===== src/rtl/qreg_shift.sv =====
// qreg_shift: Q (multiplier/quotient) register for the shift-add datapath.
// Latency: parallel load visible 1 cycle after the load edge. Each enabled step shifts one bit in 1 cycle.
// Backpressure: step=0 in RUN stalls the sequence indefinitely. Load and start are honoured only in IDLE.
//
// Ports:
//   clk, reset (async, active-low)
//   load / load_data     parallel load, IDLE only
//   start                begin a WIDTH-step sequence, IDLE only
//   step / serial_in     shift enable and MSB fill bit (A register LSB), RUN only
//   data_out, q0         register contents and its LSB (add/skip decision)
//   count                steps remaining in the current sequence
//   busy, done           registered decodes of RUN and DONE
module qreg_shift #(
   parameter  int WIDTH = 8,
   localparam int CW    = $clog2(WIDTH + 1)
) (
   input  logic             clk,
   input  logic             reset,
   input  logic             load,
   input  logic [WIDTH-1:0] load_data,
   input  logic             start,
   input  logic             step,
   input  logic             serial_in,
   output logic [WIDTH-1:0] data_out,
   output logic             q0,
   output logic [CW-1:0]    count,
   output logic             busy,
   output logic             done
);

   typedef enum logic [1:0] {
      ST_IDLE = 2'd0,
      ST_RUN  = 2'd1,
      ST_DONE = 2'd2
   } state_t;

   state_t           state_q, state_d;
   logic [WIDTH-1:0] data_q, data_d;
   logic [CW-1:0]    count_q, count_d;
   logic             busy_q, busy_d;
   logic             done_q, done_d;

   always_comb begin
      state_d = state_q;
      data_d  = data_q;
      count_d = count_q;
      case (state_q)
         ST_IDLE: begin
            // Load has priority: a simultaneous start is dropped.
            if (load) begin
               data_d = load_data;
            end else if (start) begin
               state_d = ST_RUN;
               count_d = CW'(WIDTH);
            end
         end
         ST_RUN: begin
            if (step) begin
               data_d = {serial_in, data_q[WIDTH-1:1]};
               // Guarded so the counter can never wrap below zero.
               if (count_q != '0) begin
                  count_d = count_q - CW'(1);
               end
               if (count_q <= CW'(1)) begin
                  state_d = ST_DONE;
               end
            end
         end
         ST_DONE: begin
            state_d = ST_IDLE;
         end
         default: begin
            state_d = ST_IDLE;
         end
      endcase
      // Status flags are decoded from the next state so they are registered
      // and line up with the state they describe.
      busy_d = (state_d == ST_RUN);
      done_d = (state_d == ST_DONE);
   end

   always_ff @(posedge clk or negedge reset) begin
      if (!reset) begin
         state_q <= ST_IDLE;
         data_q  <= '0;
         count_q <= '0;
         busy_q  <= 1'b0;
         done_q  <= 1'b0;
      end else begin
         state_q <= state_d;
         data_q  <= data_d;
         count_q <= count_d;
         busy_q  <= busy_d;
         done_q  <= done_d;
      end
   end

   assign data_out = data_q;
   assign q0       = data_q[0];
   assign count    = count_q;
   assign busy     = busy_q;
   assign done     = done_q;

endmodule

===== config.mk =====
export PLATFORM = sky130hd
export DESIGN_NAME = qreg_shift
export DESIGN_NICKNAME = d
export VERILOG_FILES = /design/src/rtl/qreg_shift.sv
export SDC_FILE = /design/constraint.sdc
export NUM_CORES = 1
export LEC_CHECK = 0
export ABC_AREA = 0
export BUFFER_PORTS_ARGS = -buffer_cell sky130_fd_sc_hd__buf_2
export CORE_MARGIN = 1
export CORE_UTILIZATION = 35
export DETAILED_ROUTE_END_ITERATION = 7
export GPL_ROUTABILITY_DRIVEN = 0
export PLACE_DENSITY_LB_ADDON = 0.05
export SLEW_MARGIN = 30
export SYNTH_ARGS = -nofsm -noshare
export SYNTH_HDL_FRONTEND = slang
export SYNTH_SLANG_ARGS = --single-unit
export TNS_END_PERCENT = 20

===== constraint.sdc =====
create_clock -name clk -period 4.2 [get_ports clk]
set_input_delay 0.42 -clock clk [delete_from_list [all_inputs] [get_ports clk]]
set_output_delay 0.42 -clock clk [all_outputs]
set_load 0.02 [all_outputs]

==> impl_results.md <==
- Status: finished clean
- HPWL after DPL: 1.35 mm
- Diodes inserted: 0
- Routed vias: 645
- Routed vias/inst: 4.96
- Commonest non-fill, non-tap cell in the layout: buf_2
- Post-Syn Area per Cell: 13.0 µm²
- Initial antenna violation count: 0
- Die footprint: 2890 µm²
- Setup TNS: 0 ns
- Clock tree buffer depth: 2
- Gr ovfl total: 0
- Critical path arrival: 1.90 ns
- Core area: 2500 µm²
- Worst R2R Path Depth: 3
- #FFs+latches synth: 16
- Pre-CTS WS: 2.47 ns
- Nets: 117
- Antenna-violating nets left: 0
- Syn Inst Count: 72
- H-tree depth: 1
- Max-slew violations: 0
- Internal reg-to-reg setup slack: 2.48 ns
- RSZ-0062 raised after global routing: false
- Iter 0 DRT Violations: 5
- Final core utilization: 0.441
- Max Clock Skew: 0.00467 ns
- IO buf count: 28
- CTS sink cnt: 16
- Maximum net fanout on the critical path: 12
- Register area share after synthesis: 0.427
- Post-DR wirelength/cell: 13.7 µm
- Worst slew pin tran: 0.517 ns
- Clock edge transition at the registers on the reported setup and hold paths: 0.10 ns
- Setup violators final: 0
- DIE WIDTH: 53.8 µm
- Tot GR Track Use: 0.148
- Slack of the critical path: 2.48 ns
- Clk_lat worst skew: 0.28 ns
- Worst relative slew slack: 0.654
- Warnings, synthesis: 0
- Reg-to-Reg End: data_out[1]
- Post-cts sizing count: 0
- Post-Synthesis Net Count: 88
- # IOs: 29
- Capture point of the worst path: data_out[1]
- Final hold vios: 0
- TritonCTS clock tree: built
- FP Rows: 18
- Worst vdd ir: 0.349 mV
- WP data required: 4.38 ns
- Power Dens Cells: 810 nW/µm²
- Crit end category: flip-flop
- Startpoint types: flip-flop
- Initial Utilization: 0.375
- Critical path launch point: state_q[0]
- Total CTS buffers: 3
- Share of layout cells above drive strength 1: 0.520
- Final WL: 1.78 mm
- Minimum clock period: 1.72 ns
- DRC Markers: 0
- Mapped Area: 938 µm²
- Number of unique standard cell types used by synthesis: 24
- CTS Hold Bufs: 0
- Commonest non-fill, non-tap cells in the layout: 28 x buf_2, 16 x dfrtp_1, 12 x mux2_4
- Tightest Hold Check Type: primary input to async pin
- Die H: 53.8 µm
- Global-route wire length before repair: 3.02 mm
- Tcrit/Tclk final: 0.411
- Root Driver: clkbuf_4
- Leak pwr: 0.559 nW
- Fmax: 580 MHz
- First-pass DRT Iterations: 4
- Reg2reg start: state_q[0]
- Vias in the first global route: 675
- Pin count of the biggest net entering global routing: 17
- Setup Fix Bufs, Post-CTS: 0
- Max Cap Violations: 0
- Final hold slack: 0.0281 ns
- Layout Area Growth over Synthesis: 17.5%
- Crit Path Class: flip-flop to flip-flop
==> final cells by class <==
type                            count  area [µm²]
Multi-Input combinational cell     48         473
Sequential cell                    16         400
Tap cell                           30        37.5
Clock buffer                        4        36.3
Inverter                            4        15.0
Timing Repair Buffer               28         140
Fill cell                         251        1400
==> power by group <==
part / internal [mW] / total, mW / switching, mW
Clock: 0.0527 / 0.104 / 0.0514
Combinational: 0.253 / 0.492 / 0.240
Sequential: 0.225 / 0.296 / 0.0714
Total: 0.530 / 0.893 / 0.363
==> layer usage <==
layer | wire length (µm) | global-route usage | vias to the layer above
met1 | 806 | 0.181 | 305
li1 | - | - | 318
met4 | 19 | 0.0789 | 0
met2 | 873 | 0.245 | 20
met5 | 0 | 0 | -
met3 | 80 | 0.0254 | 2
==> critical path, stage by stage, from the launching register on <==
cell and delay (ns):
dfrtp_1 0.53, nor2b_4 0.46, mux2_2 0.38, mux2_2 0.26
==> cell usage after synthesis, drive strengths merged <==
cell type,n,area (µm²)
mux2i,3,30.0
or3b,1,8.76
ha,2,25.0
a21oi,1,5.00
inv,4,15.0
nor2,5,26.3
nand4,3,18.8
nor4b,1,15.0
nand4b,1,8.76
nand2b,1,6.26
nor2b,3,26.3
dfrtp,16,400
buf,4,50.1
nor3,3,15.0
mux2,16,225
o211ai,5,37.5
a21o,2,17.5
nor3b,1,7.51
==> sequential cells by signal (all words and copies together) (netlist names) <==
| name | cells |
|---|---|
| state_q | 2 |
| count | 4 |
| done | 1 |
| busy | 1 |
| data_out | 8 |
==> worst min path at each step <==
| stage | endpoint |
|---|---|
| final | count[0] |
| after CTS | count[0] |
| after detailed placement | done |
| after global routing | data_out[3] |
| after global placement | data_out[0] |
| after floorplan | busy |
==> per-stage QoR <==
stage                     instances  power [mW]  area, µm²
after floorplan                  72       0.711        938
after global placement          126       0.790       1070
after detailed placement        126       0.800       1070
after CTS                       130       0.907       1100
after global routing            130       0.964       1100
final                           130       0.893       1100
==> kinds of logic (layout without fill, tap and decap cells) <==
kind of cell	after synthesis	after routing	synth area share
AOI/OAI and AO/OA	8	8	0.0640
buffers and inverters	8	36	0.0693
adders and majority gates	2	2	0.0267
muxes	19	19	0.272
DFF	16	16	0.427
and+or+nand+nor	19	19	0.141
Power figures use the tool's default switching activity.
